### src/rtl/instr_encoder_pkg.sv
// Shared constants and the encode helper for the MIPS instruction encoder.
package instr_encoder_pkg;

  localparam logic [2:0] KIND_RTYPE = 3'd0;
  localparam logic [2:0] KIND_LW    = 3'd1;
  localparam logic [2:0] KIND_SW    = 3'd2;
  localparam logic [2:0] KIND_BEQ   = 3'd3;
  localparam logic [2:0] KIND_ADDI  = 3'd4;

  localparam logic [2:0] FUNC_ADD = 3'd0;
  localparam logic [2:0] FUNC_SUB = 3'd1;
  localparam logic [2:0] FUNC_AND = 3'd2;
  localparam logic [2:0] FUNC_OR  = 3'd3;
  localparam logic [2:0] FUNC_SLT = 3'd4;

  localparam logic [5:0] OP_RTYPE = 6'b000000;
  localparam logic [5:0] OP_LW    = 6'b100011;
  localparam logic [5:0] OP_SW    = 6'b101011;
  localparam logic [5:0] OP_BEQ   = 6'b000100;
  localparam logic [5:0] OP_ADDI  = 6'b001000;

  localparam logic [5:0] FN_ADD = 6'b100000;
  localparam logic [5:0] FN_SUB = 6'b100010;
  localparam logic [5:0] FN_AND = 6'b100100;
  localparam logic [5:0] FN_OR  = 6'b100101;
  localparam logic [5:0] FN_SLT = 6'b101010;

  localparam logic [31:0] NOP_WORD = 32'h0000_0000;

  typedef struct packed {
    logic        legal;
    logic [31:0] word;
  } enc_t;

  function automatic enc_t encode(input logic [2:0] kind, input logic [2:0] func,
                                  input logic [4:0] rs, input logic [4:0] rt,
                                  input logic [4:0] rd, input logic [15:0] imm);
    enc_t       e;
    logic [5:0] fn;
    e.legal = 1'b1;
    e.word  = '0;
    fn      = FN_ADD;
    case (kind)
      KIND_RTYPE: begin
        case (func)
          FUNC_ADD: fn = FN_ADD;
          FUNC_SUB: fn = FN_SUB;
          FUNC_AND: fn = FN_AND;
          FUNC_OR:  fn = FN_OR;
          FUNC_SLT: fn = FN_SLT;
          default:  e.legal = 1'b0;
        endcase
        e.word = {OP_RTYPE, rs, rt, rd, 5'b00000, fn};
      end
      KIND_LW:   e.word = {OP_LW, rs, rt, imm};
      KIND_SW:   e.word = {OP_SW, rs, rt, imm};
      KIND_BEQ:  e.word = {OP_BEQ, rs, rt, imm};
      KIND_ADDI: e.word = {OP_ADDI, rs, rt, imm};
      default:   e.legal = 1'b0;
    endcase
    return e;
  endfunction

endpackage

### src/rtl/instr_encoder_fifo.sv
// Synchronous FIFO with an optional second write in the same cycle (wdata2 lands
// in the slot after wdata). Occupancy counter drives full/empty/free.
module instr_fifo #(
  parameter int DEPTH = 4,
  parameter int WIDTH = 32
) (
  input  logic                     clk,
  input  logic                     rst,
  input  logic                     push,
  input  logic                     push2,
  input  logic [WIDTH-1:0]         wdata,
  input  logic [WIDTH-1:0]         wdata2,
  input  logic                     pop,
  output logic [WIDTH-1:0]         rdata,
  output logic [$clog2(DEPTH):0]   free,
  output logic                     full,
  output logic                     empty
);
  localparam int AW = $clog2(DEPTH);

  logic [WIDTH-1:0] mem [DEPTH];
  logic [AW-1:0]    wr_ptr;
  logic [AW-1:0]    rd_ptr;
  logic [AW:0]      cnt;
  logic             do_push2;
  logic             do_pop;
  logic [AW:0]      push_n;

  assign do_push2 = push && push2;
  assign do_pop   = pop && !empty;
  assign push_n   = (AW+1)'(push) + (AW+1)'(do_push2);

  always_ff @(posedge clk) begin
    if (push) mem[wr_ptr] <= wdata;
    if (do_push2) mem[wr_ptr + AW'(1)] <= wdata2;
  end

  always_ff @(posedge clk) begin
    if (rst) begin
      wr_ptr <= '0;
      rd_ptr <= '0;
      cnt    <= '0;
    end else begin
      wr_ptr <= wr_ptr + AW'(push_n);
      if (do_pop) rd_ptr <= rd_ptr + AW'(1);
      cnt <= cnt + push_n - (AW+1)'(do_pop);
    end
  end

  assign rdata = mem[rd_ptr];
  assign full  = (cnt == (AW+1)'(DEPTH));
  assign empty = (cnt == '0);
  assign free  = (AW+1)'(DEPTH) - cnt;

endmodule

### src/rtl/instr_encoder.sv
// Encodes operation requests into MIPS words and streams them out through a FIFO.
// Optional macro INSTR_ENCODER_NOP_INSERT_EN appends a delay-slot NOP after each BEQ.
module instr_encoder
  import instr_encoder_pkg::*;
#(
  parameter int DEPTH = 4,
  parameter int CNT_W = 16
) (
  input  logic             clk,
  input  logic             rst,
  input  logic             req_valid,
  output logic             req_ready,
  input  logic [2:0]       req_kind,
  input  logic [2:0]       req_func,
  input  logic [4:0]       req_rs,
  input  logic [4:0]       req_rt,
  input  logic [4:0]       req_rd,
  input  logic [15:0]      req_imm,
  output logic             instr_valid,
  input  logic             instr_ready,
  output logic [31:0]      instr_word,
  output logic [CNT_W-1:0] instr_count,
  output logic             illegal_err
);
  localparam int AW = $clog2(DEPTH);

  enc_t        enc;
  logic        need_two;
  logic        accept;
  logic        push;
  logic        push2;
  logic        pop;
  logic [31:0] head;
  logic [31:0] last_word;
  logic [AW:0] free;
  logic        full;
  logic        empty;

  assign enc = encode(req_kind, req_func, req_rs, req_rt, req_rd, req_imm);

`ifdef INSTR_ENCODER_NOP_INSERT_EN
  assign need_two = (req_kind == KIND_BEQ);
`else
  assign need_two = 1'b0;
`endif

  // Readiness looks only at registered occupancy, never at a same-cycle pop.
  assign req_ready = !full && (!need_two || (free >= (AW+1)'(2)));
  assign accept    = req_valid && req_ready;
  assign push      = accept && enc.legal;
  assign push2     = push && need_two;
  assign pop       = instr_valid && instr_ready;

  instr_fifo #(.DEPTH(DEPTH), .WIDTH(32)) u_fifo (
    .clk    (clk),
    .rst    (rst),
    .push   (push),
    .push2  (push2),
    .wdata  (enc.word),
    .wdata2 (NOP_WORD),
    .pop    (pop),
    .rdata  (head),
    .free   (free),
    .full   (full),
    .empty  (empty)
  );

  // When empty the output keeps showing the last word that was handed off.
  assign instr_valid = !empty;
  assign instr_word  = empty ? last_word : head;

  always_ff @(posedge clk) begin
    if (rst) begin
      last_word   <= '0;
      instr_count <= '0;
      illegal_err <= 1'b0;
    end else begin
      if (pop) begin
        last_word   <= head;
        instr_count <= instr_count + CNT_W'(1);
      end
      if (accept && !enc.legal) illegal_err <= 1'b1;
    end
  end

endmodule

### config.mk
export PLATFORM = sky130hd
export DESIGN_NAME = instr_encoder
export DESIGN_NICKNAME = d
export VERILOG_FILES = /design/src/rtl/instr_encoder_pkg.sv /design/src/rtl/instr_encoder_fifo.sv /design/src/rtl/instr_encoder.sv
export SDC_FILE = /design/constraint.sdc
export NUM_CORES = 1
export LEC_CHECK = 0
export BUFFER_PORTS_ARGS = -buffer_cell sky130_fd_sc_hd__clkbuf_2
export CORE_UTILIZATION = 40
export CTS_CLUSTER_DIAMETER = 50
export DETAILED_ROUTE_END_ITERATION = 6
export GPL_TIMING_DRIVEN = 0
export HOLD_SLACK_MARGIN = 0.03
export PLACE_DENSITY = 0.62
export SKIP_LAST_GASP = 1
export SLEW_MARGIN = 40
export SYNTH_ARGS = -nofsm -noshare
export SYNTH_HDL_FRONTEND = slang
export SYNTH_SLANG_ARGS = --single-unit
### constraint.sdc
create_clock -name clk -period 11.6 [get_ports clk]
set_clock_uncertainty 0.1 [all_clocks]
set_input_delay 2.32 -clock clk [delete_from_list [all_inputs] [get_ports clk]]
set_output_delay 2.32 -clock clk [all_outputs]
set_load 0.02 [all_outputs]
==> results.json <==
{
  "synthCells": 508,
  "grt_pass1_vias": 4448,
  "initialDrtViolationCount": 220,
  "syn-num-nets": 554,
  "grt_pass1_wl_um": 23200,
  "placed_area_sq_um": 7880,
  "vias_per_cell": 5.16,
  "cts_buffers": 17,
  "ios": 92,
  "synth_area_sq_um": 7040,
  "initial_core_util_pct": 40.8,
  "die_h_um": 135,
  "setup_tns_ns": 0,
  "clockBufferDepth": 2,
  "gp_congestion": 0.758,
  "cts_resized": 0,
  "grt_util_all_layers_pct": 17.3,
  "crit_buf_inv": 4,
  "post_cts_buffers": 0,
  "ys_seq_area_share_pct": 65.1,
  "drive_gt1_share_pct": 32.5,
  "crit_chain": "buf_4, buf_6, mux4_2, mux2_2, buf_4, clkbuf_2",
  "clockRootBuffer": "clkbuf_16",
  "finalMaxSlewViolations": 0,
  "cts.sinks": 171,
  "cp_common_cell": "buf_4",
  "p_switching_uw": 600,
  "seq_power_share_pct": 40.0,
  "totalWireLength_um": 14700,
  "synth.avg_cell_area_sq_um": 13.9,
  "cellInternalPower_uw": 1260,
  "synth_warnings": 0,
  "synthFlopType": "edfxtp_1",
  "firstDrtPassIters": 7,
  "dp_cells": 827,
  "min_period_over_period_pct": 41.3,
  "p_sw_share_pct": 32.2,
  "fmax_ghz": 0.209,
  "period_needed_ns": 4.79,
  "worstMarginPinSlew_ns": 0.722,
  "arrival_ns": 2.37,
  "cap_violations": 0,
  "routedWlPerCell_um": 17.1,
  "hold_class": "flop to flop",
  "rsz0062_at_grt": "false",
  "share_comb_of_total_power_pct": 31.7,
  "dp_hpwl_um": 10300,
  "cp-end-kind": "primary output",
  "critPathSlowestCell": "mux4_2",
  "timing.final.ws_setup_ns": 6.81,
  "grt_start_max_net_pins": 17,
  "leakagePower_uw": 0.00306,
  "fin_area_sq_um": 8430,
  "synth-edff-count": 116,
  "clock_latency_ns": 0.42,
  "ctsHoldBuffers": 0,
  "final_hold_viol_count": 0,
  "clkTransAtPathRegs_ns": 0.06,
  "drc": 0,
  "critPathKind": "flop to primary output",
  "fillers": 1498,
  "antenna_found_initial": 1,
  "crit_required_ns": 9.18,
  "ant_nets": 0,
  "htreeDepth": 4,
  "worstPathMaxFanout": 10,
  "dieArea_sq_um": 18100,
  "finish.cell_count_without_fillers": 859,
  "critical-path-top-delay-family": "multiplexers",
  "p_per_area_nw_per_um2": 221,
  "synthDistinctLibCells": 42,
  "numPortBuffers": 86,
  "async_flop_share_pct": 0,
  "die_w_um": 135,
  "ir_drop_mv": 0.108,
  "vias": 4432,
  "critPathMaxStageDelay_ns": 0.54,
  "status": "finished, final reports clean",
  "antennaDiodeCount": 0,
  "dp_slack_ns": 6.83,
  "rows": 48,
  "startpoint_type": "flop",
  "clockPowerShare_pct": 28.2,
  "area_growth_pct": 19.8,
  "final_nets": 667,
  "core_sq_um": 17200,
  "slew_headroom_pct": 51.9,
  "grt-ovfl-total": 0,
  "whs_ns": 0.353,
  "cts_tree": "done",
  "postSynthRegisterBits": 171,
  "setup_viol": 0
}
-- kinds of logic after synthesis --
logic type,share of synthesized area [%]
xor gates and xnor gates,1.99
adders and majority gates,0.996
other,0.0533
muxes,13.9
AOI/OAI and AO/OA,4.53
DFF,65.1
and+or+nand+nor,10.6
buffers and inverters,2.76
-- state kept, by name (all words and copies together), names as in the netlist, named ones only --
name,count
u_fifo.wr_ptr,2
u_fifo.rd_ptr,2
illegal_err,1
u_fifo.mem,116
instr_count,16
u_fifo.cnt,3
last_word,29
-- layout by cell type, fill, tap and decap left out, types with 4 or more instances in the layout --
cell type	count
o21ai_0	7
ha_1	4
buf_4	9
clkbuf_16	17
mux4_2	29
and3_1	10
a21oi_1	46
clkbuf_1	18
dfxtp_1	55
inv_1	6
buf_2	9
edfxtp_1	116
clkinvlp_4	4
xor2_1	5
mux2_2	29
and2_1	10
clkbuf_2	86
or3_1	6
xnor2_1	11
nand3_1	8
nor2_1	21
nand2_1	81
-- path summary, 6_finish.rpt --
path	startpoint	to	cells past startpoint	slack (ns)
max	flop	instr_word[31]	6	6.81
min reg2reg	last_word[9]	last_word[9]	2	0.35
min	last_word[9]	last_word[9]	2	0.35
max reg2reg	u_fifo.cnt[1]	u_fifo.cnt[2]	10	8.64
-- metrics by stage --
step / utilization, % / total power (uW)
after CTS: 48.9 / 1880
after floorplan: - / 1180
final: 48.9 / 1860
after global routing: 48.9 / 1950
after detailed placement: 45.7 / 1360
after global placement: 45.0 / 1340
-- tightest hold or removal path, cell delays in order (launching register included) --
cell and delay, ns:
dfxtp_1 0.31, nand2_1 0.05, a21oi_1 0.05
-- synthesized netlist by cell type (2+ instances only) --
master / count / area (sq um)
mux2_2: 29 / 327
dfxtp_1: 55 / 1100
xor2_1: 5 / 43.8
and3_1: 11 / 68.8
nand4_1: 3 / 18.8
a21oi_1: 46 / 230
nor3_1: 3 / 15.0
ha_1: 4 / 50.1
o21ai_0: 7 / 35.0
nand3_1: 8 / 40.0
or3_1: 6 / 37.5
clkbuf_1: 18 / 67.6
xnor2_1: 11 / 96.3
edfxtp_1: 116 / 3480
nor2_1: 22 / 82.6
nand2_1: 81 / 304
buf_4: 5 / 37.5
mux4_2: 29 / 653
buf_6: 2 / 22.5
inv_1: 6 / 22.5
buf_2: 8 / 40.0
and2_1: 10 / 62.6
or4_1: 2 / 15.0
nor2b_1: 3 / 18.8
-- metal layers --
layer  vias up  GRT usage, %  wire [um]
met5         -             0         10
met4         2          7.55        242
met3        17          3.72        593
met2       112          28.6       7250
met1      2220          22.0       6630
li1       2081             -          -
-- power groups by stage --
stage               clock [uW]  sequential, uW  combinational, uW
floorplan                    0             753                422
global placement             0             756                580
detailed placement           0             757                598
CTS                        535             745                600
global route               557             751                640
finish                     526             745                590
-- cell type report --
class                   count  area [sq um]  share of cell area, %
flip-flops and latches    171          4580                   54.4
multi-input cells         297          2270                   27.0
repair buffers             94           548                   6.50
clock buffers              17           425                   5.05
well taps                 225           282                   3.34
plain buffers              33           168                   1.99
clock inverters            15           125                   1.48
inverters                   7          26.3                  0.312
(Power assumes the default switching activity.)
